$ cat config.mk
export PLATFORM = sky130hd
export DESIGN_NAME = alu_op_driver
export DESIGN_NICKNAME = d
export VERILOG_FILES = /design/src/rtl/alu_op_driver.sv
export SDC_FILE = /design/constraint.sdc
export NUM_CORES = 1
export LEC_CHECK = 0
export CAP_MARGIN = 20
export CORE_MARGIN = 2
export CORE_UTILIZATION = 40
export CTS_BUF_LIST = sky130_fd_sc_hd__clkbuf_16
export DETAILED_ROUTE_END_ITERATION = 10
export GPL_ROUTABILITY_DRIVEN = 0
export PLACE_DENSITY = 0.76
export RECOVER_POWER = 25
export SYNTH_ARGS = -nofsm -noshare
export SYNTH_HDL_FRONTEND = slang
export SYNTH_SLANG_ARGS = --single-unit
$ cat constraint.sdc
create_clock -name clk -period 4.6 [get_ports clk]
set_clock_uncertainty 0.1 [all_clocks]
set_input_delay 0.92 -clock clk [delete_from_list [all_inputs] [get_ports clk]]
set_output_delay 0.92 -clock clk [all_outputs]
set_load 0.05 [all_outputs]
$ cat src/rtl/alu_op_driver.sv
// Request/response driver for the 32-bit ALU: issues operands, waits out the ALU latency, returns result.
// Optional result self-check on logic ops enabled by defining ALU_DRV_CHECK_EN.
module alu_op_driver #(
  parameter int unsigned ALU_LATENCY = 3,
  parameter int unsigned TAG_W       = 4
) (
  input  logic             clk,
  input  logic             reset,
  input  logic             req_valid,
  output logic             req_ready,
  input  logic [3:0]       req_op,
  input  logic [31:0]      req_a,
  input  logic [31:0]      req_b,
  input  logic [TAG_W-1:0] req_tag,
  output logic [31:0]      alu_a,
  output logic [31:0]      alu_b,
  output logic [3:0]       alu_op,
  input  logic [31:0]      alu_result,
  output logic             rsp_valid,
  input  logic             rsp_ready,
  output logic [31:0]      rsp_result,
  output logic             rsp_zero,
  output logic             rsp_err,
  output logic [TAG_W-1:0] rsp_tag,
  output logic             busy,
  output logic             chk_mismatch
);

  typedef enum logic [1:0] {
    S_IDLE,
    S_ISSUE,
    S_WAIT,
    S_RESP
  } state_e;

  localparam logic [3:0] LAT_M1 = 4'(ALU_LATENCY - 1);
  localparam logic [3:0] OP_AND = 4'b0100;

  state_e state_q, state_d;

  logic [3:0]       op_q, op_d;
  logic [31:0]      a_q, a_d;
  logic [31:0]      b_q, b_d;
  logic [TAG_W-1:0] tag_q, tag_d;
  logic [3:0]       cnt_q, cnt_d;
  logic [31:0]      alu_a_q, alu_a_d;
  logic [31:0]      alu_b_q, alu_b_d;
  logic [3:0]       alu_op_q, alu_op_d;
  logic [31:0]      res_q, res_d;
  logic             zero_q, zero_d;
  logic             err_q, err_d;
  logic [TAG_W-1:0] rtag_q, rtag_d;
  logic             capture;

  assign capture = (state_q == S_WAIT) && (cnt_q == 4'd0);

  always_comb begin
    state_d  = state_q;
    op_d     = op_q;
    a_d      = a_q;
    b_d      = b_q;
    tag_d    = tag_q;
    cnt_d    = cnt_q;
    alu_a_d  = alu_a_q;
    alu_b_d  = alu_b_q;
    alu_op_d = alu_op_q;
    res_d    = res_q;
    zero_d   = zero_q;
    err_d    = err_q;
    rtag_d   = rtag_q;
    unique case (state_q)
      S_IDLE: begin
        if (req_valid) begin
          op_d  = req_op;
          a_d   = req_a;
          b_d   = req_b;
          tag_d = req_tag;
          if (req_op[3]) begin
            // Reserved opcode: answer directly, never touch the ALU.
            res_d   = 32'd0;
            zero_d  = 1'b1;
            err_d   = 1'b1;
            rtag_d  = req_tag;
            state_d = S_RESP;
          end else begin
            state_d = S_ISSUE;
          end
        end
      end
      S_ISSUE: begin
        alu_a_d  = a_q;
        alu_b_d  = b_q;
        alu_op_d = op_q;
        cnt_d    = LAT_M1;
        state_d  = S_WAIT;
      end
      S_WAIT: begin
        if (capture) begin
          res_d   = alu_result;
          zero_d  = (alu_result == 32'd0);
          err_d   = 1'b0;
          rtag_d  = tag_q;
          state_d = S_RESP;
        end else begin
          cnt_d = cnt_q - 4'd1;
        end
      end
      S_RESP: begin
        if (rsp_ready) state_d = S_IDLE;
      end
      default: state_d = S_IDLE;
    endcase
  end

  always_ff @(posedge clk) begin
    if (reset) begin
      state_q  <= S_IDLE;
      op_q     <= 4'd0;
      a_q      <= 32'd0;
      b_q      <= 32'd0;
      tag_q    <= '0;
      cnt_q    <= 4'd0;
      alu_a_q  <= 32'd0;
      alu_b_q  <= 32'd0;
      alu_op_q <= OP_AND;
      res_q    <= 32'd0;
      zero_q   <= 1'b0;
      err_q    <= 1'b0;
      rtag_q   <= '0;
    end else begin
      state_q  <= state_d;
      op_q     <= op_d;
      a_q      <= a_d;
      b_q      <= b_d;
      tag_q    <= tag_d;
      cnt_q    <= cnt_d;
      alu_a_q  <= alu_a_d;
      alu_b_q  <= alu_b_d;
      alu_op_q <= alu_op_d;
      res_q    <= res_d;
      zero_q   <= zero_d;
      err_q    <= err_d;
      rtag_q   <= rtag_d;
    end
  end

`ifdef ALU_DRV_CHECK_EN
  logic [31:0] exp_w;
  logic        chk_q, chk_d;

  always_comb begin
    exp_w = 32'd0;
    unique case (op_q[1:0])
      2'b00: exp_w = a_q & b_q;
      2'b01: exp_w = a_q | b_q;
      2'b10: exp_w = a_q ^ b_q;
      2'b11: exp_w = ~(a_q | b_q);
      default: exp_w = 32'd0;
    endcase
    chk_d = chk_q | (capture && op_q[2] && (alu_result != exp_w));
  end

  always_ff @(posedge clk) begin
    if (reset) chk_q <= 1'b0;
    else       chk_q <= chk_d;
  end

  assign chk_mismatch = chk_q;
`else
  assign chk_mismatch = 1'b0;
`endif

  assign req_ready  = (state_q == S_IDLE) && !reset;
  assign busy       = (state_q != S_IDLE);
  assign rsp_valid  = (state_q == S_RESP);
  assign rsp_result = res_q;
  assign rsp_zero   = zero_q;
  assign rsp_err    = err_q;
  assign rsp_tag    = rtag_q;
  assign alu_a      = alu_a_q;
  assign alu_b      = alu_b_q;
  assign alu_op     = alu_op_q;

endmodule

; ---- Word-level counts from Yosys, hierarchy flattened
; Cells that the tools add are included.
[op_classes]
n_reduce_logical = 13
addsub = 1
muxes = 21
n_eq_ne = 8
[ops]
columns = operator, count
row1 = 2-to-1 mux 32 bit, 3
row2 = one-hot mux 32 bit (2 select lines), 1
row3 = logical NOT 32 bit, 1
row4 = 2-to-1 mux 4 bit, 4
row5 = one-hot mux 4 bit (2 select lines), 2
row6 = 2-to-1 mux 2 bit, 4
row7 = != test 2 bit (second input constant), 4
row8 = one-hot mux 2 bit (4 select lines), 1
row9 = nonzero test 2 bit, 3
row10 = equality test 2 bit (second input constant), 2
row11 = logical NOT 4 bit, 1
row12 = 2-to-1 mux 1 bit, 4
row13 = one-hot mux 1 bit (2 select lines), 2
row14 = AND reduction 2 bit, 2
row15 = AND reduction 4 bit, 1
row16 = subtractor 4 x 1 -> 4 bit (second input constant), 1
row17 = AND reduction 3 bit, 1
row18 = equality test 2 x 1 -> 1 bit (second input constant), 1
row19 = logical AND 1 bit, 2
row20 = logical NOT 2 bit, 1
row21 = != test 2 x 1 -> 1 bit (second input constant), 1
row22 = logical NOT 1 bit, 1
[word_totals]
ff_bits = 184
word_cells = 56
output_inout_bits = 110

; ---- Depth between registers and ports, before layout
[logic_depth]
ltp_word = 4
ltp_mapped = 9
ltp_nobuf = 6

; ---- Worst setup path after synthesis
; Ideal clock, no wire load.
[synth_timing]
kind = input to output
from = input port reset
to = output port req_ready
t_required_ns = 3.580
arrival_time_ns = 2.099
path_slack_ns = 1.481
path_buffers = 3
stages = 4
cell_sequence = clkbuf_1 -> clkbuf_1 -> buf_1 -> nor2_1
[synth_between]
elab_chain_len = 2
[synth_rtl]
columns = element, line
row1 = "start, declared", 8  ; input logic reset,
row2 = logical NOT 1 bit, 173  ; assign req_ready = (state_q == S_IDLE) && !reset;
row3 = logical AND 1 bit, 173
row4 = "end, declared", 10  ; output logic req_ready,
; Every way passes these cells.

; ---- Worst setup path after layout
[layout_timing]
from = register state_q[0]
to = output port req_ready
[layout_between]
elab_chain_len = 2
[layout_rtl]
columns = element, line
row1 = "start, declared", 39  ; state_e state_q, state_d;
row2 = "start signal, assigned", 131  ; state_q <= state_d;
row3 = logical NOT 2 bit, 173
row4 = logical AND 1 bit, 173
; Every way passes these cells.

==> results summary <==
The run finished, with violations left. The final reports fail on max-capacitance violations, max-slew violations. Dividing the detail-routed wire length by the instance count gives 14.5 um. The highest attainable clock frequency came out at around 300 MHz.

In this run the standard cell core region covers between 15000 and 20000 um2. The number of standard cells in the layout, taps in and fillers out is roughly 1200. The tool flagged a number of max-cap violations equal to 2. Setup violations remaining at the end of the flow were counted as 0.

The post-CTS clock slew at the launch and capture registers of the worst setup and hold paths came out at 0.07 ns. The met2 wire length is between 8 and 9 mm. The setup slack of the most critical reg-to-reg path came out at approximately 1.7 ns.

The most frequent standard cell in the layout excluding fill and tap cells is clkdlybuf4s50_1. No sink is reached through more buffers than the 2 on the longest clock path. STA classifies the critical path startpoint as a register.

Summed over all failing endpoints, the final setup total negative slack is 0 ns. In this run, post-CTS hold repair placed 0 buffers. The hold violation total from the final report came to 0. The worst setup path is captured at an output port.

For this run, the leading register cell type out of synthesis is dfxtp_1. The number of warnings issued by yosys is 0. Each instance of the synthesized netlist takes up on average 9.05 um2. The total number of nets in the final design is 1058. The worst hold path belongs to the class reg -> reg. By area the synthesized netlist is led by dfxtp_1 53%, mux2i_1 10%, nand2_1 8.0%.

The maximum net fanout on the critical path is 7. The global router's overall resource usage came out at 18.6%. Among all stages on the critical path, the largest delay is contributed by clkdlybuf4s50_1. Measured along the x axis, the die boundary spans 135 um. The instance count after placement with tap cells included is roughly 1100. At the pin with the least slew margin, the transition time is roughly 1.9 ns. The filler cells instantiated in the layout total 1500. The arrival time of the worst setup path is approximately 2.3 ns. The initial core utilization came out at around two fifths. The number of nets in the synthesized netlist is 875.

The number of gates resized after CTS was 0. The HPWL reported at the end of detailed placement came out at around 11 mm. The total count of max-transition violations in the final report came to roughly 170. The portion of the post-synthesis area used by sequential elements is between 50% and 60%. The area of the die came out at approximately 18000 um2.

The final routed DRC violation total came out at 0. The layout-stage area growth over the synthesis result came out at 40.0%. The synthesized flop and latch total is between 150 and 200. The critical path in this run is classified as reg -> out. The total power divided by cell area came out at 539 nW/um2. Once detail routing completed, the nets flagged for antenna violations numbered 0.

The via count of the first global-routing pass came out at 5487. The headroom to the max-slew limit came out at -24.7%. In this run the static leakage power is between 3 and 4 nW.

IR analysis of the VDD net gives a maximum drop of 383 uV. The number of standard-cell rows in the floorplan came out at between 40 and 50. The count of cell types in the netlist came out at 34.

The number of port buffers came out at between 200 and 250. The most numerous cell type found on the critical path is inv_1. The number of detailed-routing iterations run before antenna repair came out at 5. The number of antenna violations at the first check in global routing came out at 1. The critical path goes through inv_1, ha_1, inv_1, nor2_1, clkdlybuf4s50_1. For this block, the routed nets add up to 17.1 mm of wire. The cell area after synthesis came out at 6890 um2. The met3 wirelength from detailed routing is around 950 um.

The post-synthesis async set-or-reset flop share is 0%. The final critical path time including I/O delays and setup came out at between 3 and 4 ns. The number of levels the H-tree was split into is 4. The detailed router put a total of ~7.4 mm of wire on met1.

The number of vias in the routed layout came out at between 5000 and 6000. Counting the buffers created by CTS gives 17. During I/O placement, the number of pins put on the boundary was approximately 220.

The die height is between 100 and 150 um. The required arrival time at the worst endpoint is 3.58 ns. The total grt overflow came out at 0. Dividing the detail-routed via count by the number of cells gives slightly below 5. The count of buffers added by post-CTS timing repair for setup is 0. The tree is rooted in a clkbuf_16. The clock reaches the later pin of the worst-skew pair after approximately 0.41 ns. The number of DRC markers in iteration 0 came out at between 200 and 300. The pin count of the biggest net entering global routing is between 90 and 100.

The TritonCTS clock tree is done. The cell taking the most area after synthesis is dfxtp_1. The first global-routing pass estimated ~27 mm of wire.

The number of synthesized flops with an enable pin is 0. The fraction of post-synthesis cell area in the top cell type by area is between 50% and 60%. The proportion of layout cells with a drive suffix above 1 came out at 5.33%. In the layout the commonest cells are 214 x clkdlybuf4s50_1, 184 x dfxtp_1, 147 x nand2_1. The total number of clock tree sinks is about 180.

Setup repair after global routing left no endpoint under its margin. On the worst path, the slowest cell contributes a delay of 0.81 ns. Synthesis produced 761 cells. The detailed router used layers up to and including met4.

After layout, the worst path uses 72.2% of the clock period.
## critical path: cells and delay by family, from the launching register on
family        cells  cell delay [ns]
buf+inv           3             1.09
flops             1             0.36
fa+ha+maj         1             0.30
simple gates      1             0.13
## final cells by class
cell class | count | area [um2] | area share, %
Inverter | 7 | 26.3 | 0.273
Antenna cell | 1 | 2.50 | 0.0260
Clock inverter | 15 | 161 | 1.67
Tap cell | 220 | 275 | 2.86
Clock buffer | 17 | 425 | 4.41
Multi-Input combinational cell | 511 | 2860 | 29.6
Timing Repair Buffer | 223 | 2210 | 22.9
Sequential cell | 184 | 3680 | 38.2
## layer usage
layer / GRT usage, % / vias up
met3: 5.16 / 26
li1: - / 2883
met5: 0 / -
met1: 22.9 / 2634
met2: 30.8 / 133
met4: 7.75 / 0
## synthesized netlist by cell type, types with 6 or more instances
master / n
ha_1: 6
nand3_1: 35
nand2_1: 147
clkbuf_1: 33
dfxtp_1: 184
buf_2: 13
nor2_1: 78
inv_1: 7
nand2b_1: 34
nor4_1: 8
mux2i_1: 72
a21oi_1: 102
## state kept, by name, summed over array words and instances, names as in the netlist
register / count
rsp_err: 1
rsp_result: 32
alu_b: 32
rsp_tag: 4
rsp_zero: 1
b_q: 32
alu_a: 32
cnt_q: 4
op_q: 4
tag_q: 4
alu_op: 4
a_q: 32
state_q: 2
## cells by family (layout without fill, tap and decap cells)
| logic type | count (synthesis) | in the layout | share of synthesized area [%] |
|---|---|---|---|
| xor+xnor | 1 | 1 | 0.127 |
| compound gates | 118 | 118 | 9.65 |
| buf+inv | 66 | 262 | 5.34 |
| other cells | 1 | 2 | 0.0545 |
| simple gates | 313 | 313 | 19.8 |
| flops | 184 | 184 | 53.5 |
| mux | 72 | 72 | 10.5 |
| fa+ha+maj | 6 | 6 | 1.09 |
## worst paths after layout
check	end	startpoint	cells after the start
worst max-delay path	req_ready	state_q[0]	5
worst min-delay path	b_q[13]	b_q[13]	2
worst max register to register	a_q[14]	state_q[0]	7
worst min register to register	b_q[13]	b_q[13]	2
## report_power, final
part	leakage, nW	switching [mW]	internal [mW]
sequential	1.50	0.112	1.81
clock	0.285	0.639	0.813
combinational	1.66	1.15	0.680
## per-stage QoR
stage               utilization (%)  worst slack, ns  hold WS [ns]  area, um2  power (mW)
floorplan                         -             1.48         0.336       6890        3.37
global placement               54.2             1.28         0.341       9060        3.77
detailed placement             54.2             1.31         0.347       9060        3.79
CTS                            57.8             1.23         0.356       9650        5.25
global route                   57.7             1.14         0.372       9640        5.48
finish                         57.7             1.28         0.353       9640        5.20
(Power assumes the default switching activity.)
